`src/rtl/sobel_pkg.sv`:
```
// Shared constants for the Sobel edge path.
// Default pixel width, 3x3 window slot indices and the slot helper.
package sobel_pkg;

  localparam int SOBEL_DW = 8;

  localparam int W00 = 0;
  localparam int W01 = 1;
  localparam int W02 = 2;
  localparam int W10 = 3;
  localparam int W11 = 4;
  localparam int W12 = 5;
  localparam int W20 = 6;
  localparam int W21 = 7;
  localparam int W22 = 8;

  // Row i (0 = oldest), column j (0 = leftmost).
  function automatic int win_idx(input int i, input int j);
    return 3 * i + j;
  endfunction

endpackage

```
`src/rtl/line_buffer.sv`:
```
// Read-before-write line store, one entry per column.
// Ports: clk_i, en_i (write), addr_i, wdata_i, rdata_o (old contents).
module line_buffer #(
  parameter int DEPTH = 64,
  parameter int WIDTH = 8
) (
  input  logic                     clk_i,
  input  logic                     en_i,
  input  logic [$clog2(DEPTH)-1:0] addr_i,
  input  logic [WIDTH-1:0]         wdata_i,
  output logic [WIDTH-1:0]         rdata_o
);

  logic [WIDTH-1:0] mem_q [DEPTH];

  assign rdata_o = mem_q[addr_i];

  always_ff @(posedge clk_i) begin
    if (en_i) begin
      mem_q[addr_i] <= wdata_i;
    end
  end

endmodule

```
`src/rtl/sobel_window_gen.sv`:
```
// Raster pixel stream to registered 3x3 interior windows for Sobel.
// Ports: clk, rst_n, frame_start, pix_valid, pix_in -> win, win_valid,
// win_row, win_col, frame_done.
module sobel_window_gen
  import sobel_pkg::*;
#(
  parameter int IMG_W = 64,
  parameter int IMG_H = 64,
  parameter int DW    = SOBEL_DW
) (
  input  logic                     clk,
  input  logic                     rst_n,
  input  logic                     frame_start,
  input  logic                     pix_valid,
  input  logic [DW-1:0]            pix_in,
  output logic [9*DW-1:0]          win,
  output logic                     win_valid,
  output logic [$clog2(IMG_H)-1:0] win_row,
  output logic [$clog2(IMG_W)-1:0] win_col,
  output logic                     frame_done
);

  localparam int CW = $clog2(IMG_W);
  localparam int RW = $clog2(IMG_H);

  logic [CW-1:0]   col_q, col_d, col_e;
  logic [RW-1:0]   row_q, row_d, row_e;
  logic [9*DW-1:0] wnd_q, wnd_d, wnd_sh;
  logic [9*DW-1:0] win_d;
  logic [RW-1:0]   win_row_d;
  logic [CW-1:0]   win_col_d;
  logic            win_valid_d;
  logic            frame_done_d;
  logic            interior;
  logic            last_pix;
  logic [2*DW-1:0] lb_rd;

  // Effective position: a frame_start makes this cycle's pixel (0,0).
  assign col_e = frame_start ? '0 : col_q;
  assign row_e = frame_start ? '0 : row_q;

  // Packed {lb1, lb0}: lb1 inherits the old lb0 entry.
  line_buffer #(
    .DEPTH (IMG_W),
    .WIDTH (2 * DW)
  ) u_lb (
    .clk_i   (clk),
    .en_i    (pix_valid),
    .addr_i  (col_e),
    .wdata_i ({lb_rd[DW-1:0], pix_in}),
    .rdata_o (lb_rd)
  );

  for (genvar i = 0; i < 3; i++) begin : g_row
    assign wnd_sh[DW*win_idx(i, 0) +: DW] = wnd_q[DW*win_idx(i, 1) +: DW];
    assign wnd_sh[DW*win_idx(i, 1) +: DW] = wnd_q[DW*win_idx(i, 2) +: DW];
  end
  assign wnd_sh[DW*W02 +: DW] = lb_rd[DW +: DW];
  assign wnd_sh[DW*W12 +: DW] = lb_rd[DW-1:0];
  assign wnd_sh[DW*W22 +: DW] = pix_in;

  assign interior = pix_valid && (row_e >= RW'(2)) && (col_e >= CW'(2));
  assign last_pix = (row_e == RW'(IMG_H - 1)) && (col_e == CW'(IMG_W - 1));

  always_comb begin
    col_d        = col_e;
    row_d        = row_e;
    wnd_d        = wnd_q;
    win_d        = win;
    win_row_d    = win_row;
    win_col_d    = win_col;
    win_valid_d  = interior;
    frame_done_d = pix_valid && last_pix;
    if (pix_valid) begin
      wnd_d = wnd_sh;
      if (col_e == CW'(IMG_W - 1)) begin
        col_d = '0;
        row_d = (row_e == RW'(IMG_H - 1)) ? '0 : row_e + RW'(1);
      end else begin
        col_d = col_e + CW'(1);
      end
    end
    if (interior) begin
      win_d     = wnd_sh;
      win_row_d = row_e - RW'(1);
      win_col_d = col_e - CW'(1);
    end
  end

  always_ff @(posedge clk or negedge rst_n) begin
    if (!rst_n) begin
      col_q      <= '0;
      row_q      <= '0;
      wnd_q      <= '0;
      win        <= '0;
      win_valid  <= 1'b0;
      win_row    <= '0;
      win_col    <= '0;
      frame_done <= 1'b0;
    end else begin
      col_q      <= col_d;
      row_q      <= row_d;
      wnd_q      <= wnd_d;
      win        <= win_d;
      win_valid  <= win_valid_d;
      win_row    <= win_row_d;
      win_col    <= win_col_d;
      frame_done <= frame_done_d;
    end
  end

endmodule

```
`config.mk`:
```
export PLATFORM = sky130hd
export DESIGN_NAME = sobel_window_gen
export DESIGN_NICKNAME = d
export VERILOG_FILES = /design/src/rtl/sobel_pkg.sv /design/src/rtl/line_buffer.sv /design/src/rtl/sobel_window_gen.sv
export SDC_FILE = /design/constraint.sdc
export NUM_CORES = 1
export LEC_CHECK = 0
export BUFFER_PORTS_ARGS = -buffer_cell sky130_fd_sc_hd__buf_2
export CELL_PAD_IN_SITES_DETAIL_PLACEMENT = 0
export CELL_PAD_IN_SITES_GLOBAL_PLACEMENT = 1
export CORE_ASPECT_RATIO = 1.4
export CORE_UTILIZATION = 25
export DETAILED_ROUTE_END_ITERATION = 7
export GPL_ROUTABILITY_DRIVEN = 0
export PLACE_DENSITY_LB_ADDON = 0.1
export SLEW_MARGIN = 10
export SYNTH_ARGS = -nofsm -noshare
export SYNTH_HDL_FRONTEND = slang
export SYNTH_SLANG_ARGS = --single-unit
```
`constraint.sdc`:
```
create_clock -name clk -period 3.7 [get_ports clk]
set_input_delay 0.74 -clock clk [delete_from_list [all_inputs] [get_ports clk]]
set_output_delay 0.74 -clock clk [all_outputs]
set_load 0.02 [all_outputs]
```
## After elaboration in Yosys (flattened, before gate mapping)

Memory sizes are Yosys's and may differ from the RTL's.
Index checks and enable logic that the tools add are counted.

| word-level totals | value |
|---|---|
| bits in registers | 170 |
| bits in writable memories | 1024 |
| input bits | 12 |
| logic and storage cells | 30 |
| memories kept | 1 |

| operators by class | value |
|---|---|
| add/sub/neg operators | 4 |
| magnitude comparators | 2 |
| equality and inequality tests | 2 |
| multiplexer cells | 9 |
| reduce and logical (&&, ||, !) cells | 4 |

Memory list:

| name | words | width | rd ports | clocked after memory_dff | write ports | RTL line | source |
|---|---|---|---|---|---|---|---|
| u_lb.mem_q | 64 | 16 | 1 | 0 | 1 | line_buffer.sv:14 | `logic [WIDTH-1:0] mem_q [DEPTH];` |

Operator list:

| operator | number |
|---|---|
| $mux 6 | 7 |
| $add 6x1->6 const B | 2 |
| $eq 6x6->1 const B | 2 |
| $ge 6x2->1 const B | 2 |
| $sub 6x1->6 const B | 2 |
| $logic_and 1x1->1 | 4 |
| $mux 1 | 2 |

## Logic depth before layout (Yosys ltp)

Gate-level depths: netlist of the first run.

| logic depth | value |
|---|---|
| depth after elaboration | 5 |
| mapped depth | 15 |
| gate-level depth less buffers | 8 |

## By module

A second synthesis of the first run with hierarchy kept.

| unflattened totals | value |
|---|---|
| cells, all modules | 2638 |
| area, all modules | 45038.2 sq um |

By module, submodules not included:

| module | times used | cells each | area each (sq um) |
|---|---|---|---|
| line_buffer | 1 | 2248 | 39160.1 |
| sobel_window_gen | 1 | 390 | 5878.1 |

## Least setup slack after synthesis of the first run

OpenSTA, ideal clock, no wires.

| timing | value |
|---|---|
| path kind | input to register |
| start point | input frame_start |
| end point | register win[41] |
| library setup time | 0.135 ns |
| data arrival time | 3.815 ns |
| required time | 3.565 ns |
| slack | -0.250 ns |
| cell stages on the path | 10 |
| path buffers | 4 |
| cells stage by stage | buf_4 > buf_6 > nand3b_2 > buf_6 > clkbuf_1 > o221ai_1 > a2111o_1 > a31oi_1 > nand4_1 > mux2_2 |

RTL lines:

| element | RTL line | source |
|---|---|---|
| start: declaration | sobel_window_gen.sv:13 | `input logic frame_start,` |
| $mux 6 | sobel_window_gen.sv:39 | `assign col_e = frame_start ? '0 : col_q;` |
| $mem_v2 64x16 | n/a |  |
| named net lb_rd[1] | sobel_window_gen.sv:36 | `logic [2*DW-1:0] lb_rd;` |
| end signal: assignment | sobel_window_gen.sv:104 | `win <= win_d;` |
| end: declaration | sobel_window_gen.sv:16 | `output logic [9*DW-1:0] win,` |

The timed path passes the listed nets, and every way through them passes these cells.
A chain may end at the register's enable or synchronous reset.

## Final worst setup path of the first run

| timing | value |
|---|---|
| start point | register col_q[0] |
| end point | register win[41] |

RTL lines:

| element | RTL line | source |
|---|---|---|
| start: declaration | sobel_window_gen.sv:26 | `logic [CW-1:0] col_q, col_d, col_e;` |
| start signal: assignment | sobel_window_gen.sv:101 | `col_q <= col_d;` |
| $mux 6 | sobel_window_gen.sv:39 |  |
| $mem_v2 64x16 | n/a |  |
| named net lb_rd[1] | sobel_window_gen.sv:36 |  |

The timed path passes the listed nets, and every way through them passes these cells.

==> results of run 1 <==
[registers in the layout, indices dropped and copies added (netlist names)]
signal      flops
u_lb.mem_q   1024
win_valid       1
row_q           6
win            72
win_col         6
wnd_q          48
col_q           6
win_row         6
frame_done      1
[final timing paths]
kind / end / slack, ns / depth (start not counted)
worst min-delay path: u_lb.mem_q[30][2] / 0.36 / 1
worst max register to register: win[41] / 0.07 / 9
worst min register to register: win[52] / 0.47 / 2
worst max-delay path: win[41] / 0.07 / 9
max in group asynchronous: win_col[1] / 2.43 / 3
min in group asynchronous: wnd_q[59] / 0.50 / 2
[routing by layer]
metal / up-vias / share of wire / wire (um) / GRT usage
met5: - / 0.00019 / 33 / 0
met4: 4 / 0.037 / 6570 / 0.0774
met3: 218 / 0.037 / 6630 / 0.0202
met2: 695 / 0.52 / 93200 / 0.347
met1: 14400 / 0.40 / 71800 / 0.233
li1: 11800 / - / - / -
[layout by cell type, fill, tap and decap left out, types with 13 or more instances in the layout]
master	netlist	routed
clkinv_2	0	31
a211oi_1	21	21
nand3_1	14	13
mux2_2	80	80
nor2_1	151	139
buf_2	49	93
and2_1	26	26
nor2b_1	16	13
a21oi_1	74	74
clkinv_1	1	27
clkbuf_16	0	120
dfrtp_1	146	143
nand2_1	252	248
a2111oi_0	26	20
clkbuf_1	76	17
o2bb2ai_1	30	30
buf_4	21	282
edfxtp_1	1024	1024
a22oi_1	44	44
mux2i_1	224	223
mux4_2	34	34
a221oi_1	36	33
o22ai_1	83	83
buf_12	0	105
o21ai_0	62	60
a31oi_1	23	23
[layout make-up]
class / instances / share of cell area
tap: 2431 / 0.0538
sequential: 1170 / 0.609
timing repair buffer: 482 / 0.0833
clock inverter: 84 / 0.0136
inverter: 10 / 0.000686
antenna: 4 / 0.000177
multi-input combinational: 1418 / 0.185
clock buffer: 137 / 0.0543
[cell families after synthesis]
| logic type | after synthesis | synth area share |
|---|---|---|
| AOI/OAI and AO/OA | 505 | 0.0788 |
| adders and majority gates | 5 | 0.00137 |
| and+or+nand+nor | 551 | 0.0553 |
| buffers and inverters | 187 | 0.0207 |
| muxes | 343 | 0.0871 |
| DFF | 1170 | 0.754 |
| xor gates and xnor gates | 14 | 0.00269 |
[timing repair]
action                                  in CTS  in global routing
setup buffers                                4                  0
endpoints found under the hold margin       17                  0
pin swaps                                    1                  0
resized for setup                            6                  6
hold buffers                                 1                  0
endpoints found under the setup margin     254                 51
[power by group through the flow]
stage               registers (mW)  logic (mW)  clock network [mW]
global placement              15.1        3.32                   0
floorplan                     15.1        1.48                   0
finish                        14.9        3.30                12.0
CTS                           14.9        3.38                12.4
detailed placement            15.1        3.34                   0
global route                  14.9        3.47                12.8
[stage by stage]
step	util	std cells	instance area, um^2	setup slack, ns	power [mW]
finish	0.311	5736	56500	0.0715	30.2
CTS	0.311	5732	56500	0.0594	30.6
detailed placement	0.290	5506	52600	-0.417	18.5
global placement	0.290	5505	52600	-0.848	18.5
floorplan	-	2775	45700	-0.0571	16.6
global route	0.311	5733	56500	0.0195	31.1
==> results.json, run 1 <==
{
  "status": "finished clean",
  "synthCells": 2775,
  "cp-startpoint": "col_q[0]",
  "yosys-top-cells-area": "edfxtp_1 (67%), dfrtp_1 (8.0%), mux2i_1 (4.9%)",
  "crit_top_cell": "buf_12",
  "post-route-period-util": 0.981,
  "ys_seq_area_frac": 0.754,
  "setup_violations": 0,
  "die-area_mm2": 0.184,
  "p_sw_frac": 0.251,
  "synthFlopType": "edfxtp_1",
  "ys_warn_count": 0,
  "grt_overflow": 0,
  "cts_buffers": 118,
  "yosys.area.top_type_share": 0.674,
  "layout_min_cycle_time_ns": 3.63,
  "clock_power_share": 0.399,
  "drive_gt1_frac": 0.254,
  "vias": 27100,
  "cts_sinks": 1170,
  "port_buffers": 97,
  "tritoncts": "done",
  "firstDrtPassIters": 6,
  "clk_path_buf_depth": 3,
  "finClkSkew_ns": 0.0363,
  "ys_ff_latch": 1170,
  "critPathKind": "reg -> reg",
  "route.detailed.drc": 0,
  "ir_drop_mv": 0.375,
  "max_stage_delay_ns": 0.77,
  "yosysMostFrequentCell": "edfxtp_1",
  "drt-initial-drc-count": 2427,
  "slew_headroom": 0.237,
  "cp_cell_sequence": "buf_12 -> nor3_4 -> or2_4 -> buf_12 -> o2bb2ai_1 -> o211ai_1 -> nand4_1 -> buf_12 -> mux2_2",
  "grt_max_degree": 80,
  "post_drt_via_cell_ratio": 4.72,
  "num_rows": 185,
  "regArea_mm2": 0.0344,
  "grt_pass1_wl_mm": 243,
  "slew_violations": 0,
  "startpoint_type": "flop",
  "fillers": 17900,
  "io_pins": 98,
  "antenna_found_initial": 9,
  "setup_tns_ns": 0,
  "clkSlewWorstSetupHoldPaths_ns": 0.06,
  "start_util": 0.251,
  "end_kind": "flop",
  "tightest_slew_ns": 1.13,
  "synth_area_per_cell_um2": 16.4,
  "insertion_delay_ns": 0.79,
  "hpwl_mm": 121,
  "timing.fmax_mhz": 276,
  "multi_input_area_mm2": 0.0105,
  "root_buffer": "clkbuf_16",
  "grt_pass1_vias": 27600,
  "final_nets": 3217,
  "reg2reg_from": "col_q[0]",
  "power_frac_comb": 0.109,
  "slowest_stage": "o211ai_1",
  "netlist.top_cell.by_area": "edfxtp_1",
  "ctsHtreeMaxLevel": 3,
  "critical_path_required_ns": 4.37,
  "crit_fanout": 50,
  "grt_usage": 0.193,
  "min-delay-start": "pix_in[2]",
  "coreArea_mm2": 0.181,
  "rsz0062_at_grt": "false",
  "netlist_area_mm2": 0.0456,
  "die_h_um": 507,
  "drt-wirelength-per-cell_um": 31.1,
  "cap_violations": 0,
  "async_flop_share": 0.125,
  "yosys.cell_types.count": 87,
  "wl_mm": 178,
  "leakagePower_nw": 19.6,
  "layout-area-overhead-vs-synth_pct": 23.9,
  "floorplan.die.width_um": 363,
  "synth_edf_count": 1024,
  "internal_power_mw": 22.6,
  "cp.arrival_ns": 4.30,
  "synth_nets": 2792,
  "p_seq_frac": 0.492,
  "ant_nets": 0,
  "crit_family": "compound AO/OA/AOI/OAI gates",
  "finalHoldViolCount": 0,
  "crit_buf_inv": 3,
  "whs_ns": 0.356,
  "power_switching_mw": 7.57,
  "min_path_type": "in -> reg",
  "p_per_area_mw_per_mm2": 534,
  "synth_common_cells": "edfxtp_1 (1024), nand2_1 (252), mux2i_1 (224)"
}
Note: power is estimated with default switching activity, not from simulation.
==> run 2, diff against run 1 <==
--- a/config.mk
+++ b/config.mk
@@ -13,6 +13,7 @@
 export DETAILED_ROUTE_END_ITERATION = 7
 export GPL_ROUTABILITY_DRIVEN = 0
 export PLACE_DENSITY_LB_ADDON = 0.1
+export RECOVER_POWER = 25
 export SLEW_MARGIN = 10
 export SYNTH_ARGS = -nofsm -noshare
 export SYNTH_HDL_FRONTEND = slang
==> results.json, run 2 (same netlist as run 1, synthesis figures left out) <==
{
  "tightest_slew_ns": 2.13,
  "coreArea_mm2": 0.181,
  "gr-usage-met1": 0.233,
  "cts_sinks": 1170,
  "fillers": 17900,
  "reg.largest.list": "u_lb.mem_q: 1024 flops, win: 72 flops, wnd_q: 48 flops",
  "hpwl_mm": 121,
  "crit_fanout": 50,
  "cts_buffers": 118,
  "clkSlewWorstSetupHoldPaths_ns": 0.06,
  "num_rows": 185,
  "io_pins": 98,
  "startpoint_type": "flop",
  "preCtsSetupSlack_ns": -0.417,
  "grt_pass1_vias": 27600,
  "crit_buf_inv": 3,
  "slowest_stage": "o211ai_1",
  "crit_top_cell": "buf_12",
  "critPathKind": "reg -> reg",
  "layout_commonest_cell": "edfxtp_1",
  "drt-initial-drc-count": 2418,
  "ant_nets": 0,
  "crit_family": "compound AO/OA/AOI/OAI gates",
  "grt_max_degree": 80,
  "leakagePower_nw": 19.6,
  "setup_violations": 0,
  "min_path_type": "in -> reg",
  "ctsHtreeMaxLevel": 3,
  "grt_usage": 0.193,
  "cap_violations": 12,
  "violations": "max-capacitance violations, max-slew violations",
  "rsz0062_at_grt": "false",
  "drt-wirelength-per-cell_um": 31.1,
  "timing.fmax_mhz": 276,
  "post_drt_via_cell_ratio": 4.73,
  "finalHoldViolCount": 0,
  "grt.busiest_layer": "met2",
  "grt_pass1_wl_mm": 243,
  "antenna_found_initial": 9,
  "drive_gt1_frac": 0.249,
  "tritoncts": "done",
  "slew_headroom": -0.417,
  "largest-register": "u_lb.mem_q",
  "route.detailed.drc": 0,
  "post-route-period-util": 0.978,
  "wl_mm": 178,
  "layout-area-overhead-vs-synth_pct": 23.7,
  "p_per_area_mw_per_mm2": 535,
  "ir_drop_mv": 0.376,
  "finClkSkew_ns": 0.0394,
  "vias": 27100,
  "firstDrtPassIters": 5,
  "port_buffers": 97,
  "slew_violations": 516,
  "floorplan.die.width_um": 363,
  "start_util": 0.251,
  "largest_reg_flops": 1024,
  "die-area_mm2": 0.184,
  "insertion_delay_ns": 0.80,
  "layout_min_cycle_time_ns": 3.62,
  "end_kind": "flop",
  "multi_input_area_mm2": 0.0105,
  "max_stage_delay_ns": 0.75,
  "status": "complete, but fails checks",
  "final_cell_area_mm2": 0.0564,
  "power_mw": 30.2,
  "grt.met2_usage": 0.347,
  "grtUsageMet3": 0.0202,
  "placed_cell_area_mm2": 0.0526,
  "cp_cell_sequence": "or3b_2 -> buf_12 -> buf_4 -> o22ai_1 -> a211o_1 -> o211ai_1 -> nand4_1 -> buf_12 -> mux2_2",
  "mostFrequentLayoutCells": "edfxtp_1 (1024), buf_4 (268), nand2_1 (248), mux2i_1 (223), dfrtp_1 (143)",
  "fin_ws_ns": 0.0796,
  "critical_path_required_ns": 4.37,
  "setup_tns_ns": 0,
  "root_buffer": "clkbuf_16",
  "clk_path_buf_depth": 3,
  "grt_overflow": 0,
  "cp.arrival_ns": 4.29,
  "final_nets": 3217,
  "regArea_mm2": 0.0344,
  "die_h_um": 507
}
run 2: area by class of cell:
cell class              count  area share
flip-flops and latches   1170       0.610
multi-input cells        1418       0.186
repair buffers            482      0.0815
clock buffers             137      0.0544
well taps                2431      0.0539
clock inverters            84      0.0136
inverters                  10    0.000687
diodes                      4    0.000177
run 2: worst paths after layout:
path / start / to / slack, ns / cells past startpoint
min reg2reg: wnd_q[60] / win[52] / 0.47 / 2
max reg2reg: col_q[2] / win[41] / 0.08 / 9
max in group asynchronous: rst_n / col_q[0] / 1.18 / 3
min: pix_valid / col_q[0] / 0.39 / 2
min in group asynchronous: rst_n / wnd_q[59] / 0.98 / 2
max: col_q[2] / win[41] / 0.08 / 9
run 2: per-layer routing:
layer  vias up  wire (um)
met5         -         33
met4         4       6540
met3       217       6160
li1      11800          -
met1     14500      72500
met2       674      93200
run 2: repair_timing:
action,CTS,global route
gates cloned,0,0
pin swaps,1,0
resized for setup,6,6
hold endpoints to repair,17,0
endpoints found under the setup margin,254,51
setup buffers,4,0
hold buffers,1,0
run 2: metrics by stage:
| step | hold slack, ns | util | std cells |
|---|---|---|---|
| 2_1_floorplan | 0.435 | - | 2775 |
| 3_3_place_gp | 0.448 | 0.290 | 5505 |
| 3_5_place_dp | 0.447 | 0.290 | 5506 |
| 4_1_cts | 0.330 | 0.311 | 5732 |
| 5_1_grt | 0.372 | 0.311 | 5733 |
| 6_report | 0.385 | 0.311 | 5736 |
run 2: power by group:
group | switching (mW) | internal (mW) | total, mW
clock network | 5.33 | 6.71 | 12.0
logic | 2.13 | 1.16 | 3.29
registers | 0.115 | 14.8 | 14.9
total | 7.57 | 22.6 | 30.2
==> run 3, diff against run 2 <==
--- a/config.mk
+++ b/config.mk
@@ -14,7 +14,7 @@
 export GPL_ROUTABILITY_DRIVEN = 0
 export PLACE_DENSITY_LB_ADDON = 0.1
 export RECOVER_POWER = 25
-export SLEW_MARGIN = 10
+export SETUP_SLACK_MARGIN = 0.15
 export SYNTH_ARGS = -nofsm -noshare
 export SYNTH_HDL_FRONTEND = slang
 export SYNTH_SLANG_ARGS = --single-unit
==> results.json, run 3 (same netlist as run 1, synthesis figures left out) <==
{
  "slew_headroom": -0.452,
  "post-route-period-util": 0.968,
  "num_rows": 185,
  "clkSlewWorstSetupHoldPaths_ns": 0.06,
  "grt.busiest_layer": "met2",
  "port_buffers": 97,
  "reg2reg_from": "col_q[1]",
  "cap_violations": 12,
  "slew_violations": 513,
  "reg2reg_to": "wnd_q[23]",
  "power_mw": 30.4,
  "finClkSkew_ns": 0.0356,
  "floorplan.die.width_um": 363,
  "antenna_found_initial": 7,
  "leakagePower_nw": 19.6,
  "grt_overflow": 0,
  "drt-initial-drc-count": 2096,
  "grt_pass1_vias": 27700,
  "grtUsageMet3": 0.0212,
  "crit_fanout": 14,
  "min-delay-start": "pix_valid",
  "reg.largest.list": "u_lb.mem_q: 1024 flops, win: 72 flops, wnd_q: 48 flops",
  "drive_gt1_frac": 0.249,
  "post_drt_via_cell_ratio": 4.70,
  "critical_path_required_ns": 4.34,
  "start_util": 0.251,
  "final_cell_area_mm2": 0.0566,
  "cts_sinks": 1170,
  "insertion_delay_ns": 0.78,
  "finalHoldViolCount": 0,
  "coreArea_mm2": 0.181,
  "grt_pass1_wl_mm": 243,
  "mostFrequentLayoutCells": "edfxtp_1 (1024), buf_4 (273), nand2_1 (248), mux2i_1 (222), dfrtp_1 (143)",
  "startpoint_type": "flop",
  "rsz0062_at_grt": "true",
  "timing.critical_path.to": "wnd_q[23]",
  "final_nets": 3222,
  "die_h_um": 507,
  "ctsHtreeMaxLevel": 3,
  "layout_min_cycle_time_ns": 3.58,
  "grt_max_degree": 80,
  "vias": 27000,
  "ir_drop_mv": 0.382,
  "status": "complete, but fails checks",
  "critPathKind": "reg -> reg",
  "drt-wirelength-per-cell_um": 31.1,
  "ant_nets": 0,
  "firstDrtPassIters": 6,
  "tritoncts": "done",
  "grt_usage": 0.193,
  "route.detailed.drc": 0,
  "timing.fmax_mhz": 279,
  "layout_commonest_cell": "edfxtp_1",
  "placed_cell_area_mm2": 0.0526,
  "p_per_area_mw_per_mm2": 537,
  "cp-startpoint": "col_q[1]",
  "gr-usage-met1": 0.233,
  "cp.arrival_ns": 4.23,
  "clk_path_buf_depth": 3,
  "min_path_type": "in -> reg",
  "wl_mm": 179,
  "largest-register": "u_lb.mem_q",
  "rrSetupSlack_ns": 0.12,
  "cts_buffers": 118,
  "root_buffer": "clkbuf_16",
  "end_kind": "flop",
  "die-area_mm2": 0.184,
  "violations": "max-capacitance violations, max-slew violations",
  "layout-area-overhead-vs-synth_pct": 24.0,
  "grt.met2_usage": 0.353,
  "io_pins": 98,
  "r2r_cells": 11,
  "largest_reg_flops": 1024,
  "setup_violations": 0,
  "hpwl_mm": 121,
  "tightest_slew_ns": 2.18
}
## run 3: cell count changes in the layout (fill, tap and decap cells not counted), moves of 2 or more
cell	change
a2111oi_1	+2
clkbuf_1	+6
bufinv_16	+3
clkinv_8	-2
a2111oi_0	-4
clkinv_16	+2
buf_4	+5
clkbuf_16	-2
clkbuf_8	+2
clkinv_2	-11
clkinvlp_4	-3
## run 3: how the worst min path moves through the flow
stage | cells after the start | to
5_1_grt | 2 | col_q[0]
3_3_place_gp | 2 | win[1]
2_1_floorplan | 2 | win[0]
3_5_place_dp | 2 | win[29]
4_1_cts | 1 | u_lb.mem_q[26][2]
6_report | 2 | col_q[0]
## run 3: worst max-delay path: stages, from the launching register on
cell,delay (ns)
dfrtp_4,0.60
buf_4,0.21
nor2b_2,0.16
buf_4,0.17
buf_4,0.19
a22o_1,0.25
a222oi_1,0.40
a211oi_1,0.20
buf_4,0.20
or4_1,0.62
buf_12,0.18
mux2_2,0.25
## run 3: what timing repair did
| item | 4_1_cts | 5_1_grt |
|---|---|---|
| pin swaps | 2 | 1 |
| endpoints found under the hold margin | 18 | 0 |
| setup endpoints to repair | 398 | 177 |
| setup buffers | 7 | 2 |
| gates resized for setup | 16 | 10 |
| hold buffers | 1 | 0 |
## run 3: routing by layer
metal / vias to the layer above / wire (um) / share of wire
met5: - / 29 / 0.00016
met2: 715 / 94300 / 0.53
met4: 4 / 5290 / 0.030
met3: 188 / 6970 / 0.039
li1: 11800 / - / -
met1: 14300 / 72000 / 0.40
## run 3: layout make-up
type / count / area [um^2]
Clock buffer: 143 / 3070
Timing Repair Buffer: 487 / 4640
Clock inverter: 74 / 827
Inverter: 10 / 38.8
Antenna cell: 3 / 7.51
Multi-Input combinational cell: 1418 / 10500
Sequential cell: 1170 / 34400
Fill cell: 17900 / 125000
Tap cell: 2431 / 3040
## run 3: power breakdown
part | leakage, nW | total, mW | internal, mW | switching [mW]
registers | 11.1 | 14.9 | 14.8 | 0.108
clock network | 1.89 | 12.2 | 6.89 | 5.32
logic | 6.59 | 3.31 | 1.18 | 2.13
total | 19.6 | 30.4 | 22.8 | 7.57
## run 3: stage by stage
step	hold slack, ns	utilization	setup slack, ns	TNS [ns]	instances
after floorplan	0.435	-	-0.0571	-0.220	2775
after global placement	0.448	0.290	-0.848	-121.37	5505
after CTS	0.305	0.312	0.0962	0	5731
after global routing	0.367	0.312	0.0833	0	5734
after detailed placement	0.451	0.290	-0.388	-82.95	5506
final	0.392	0.312	0.117	0	5736
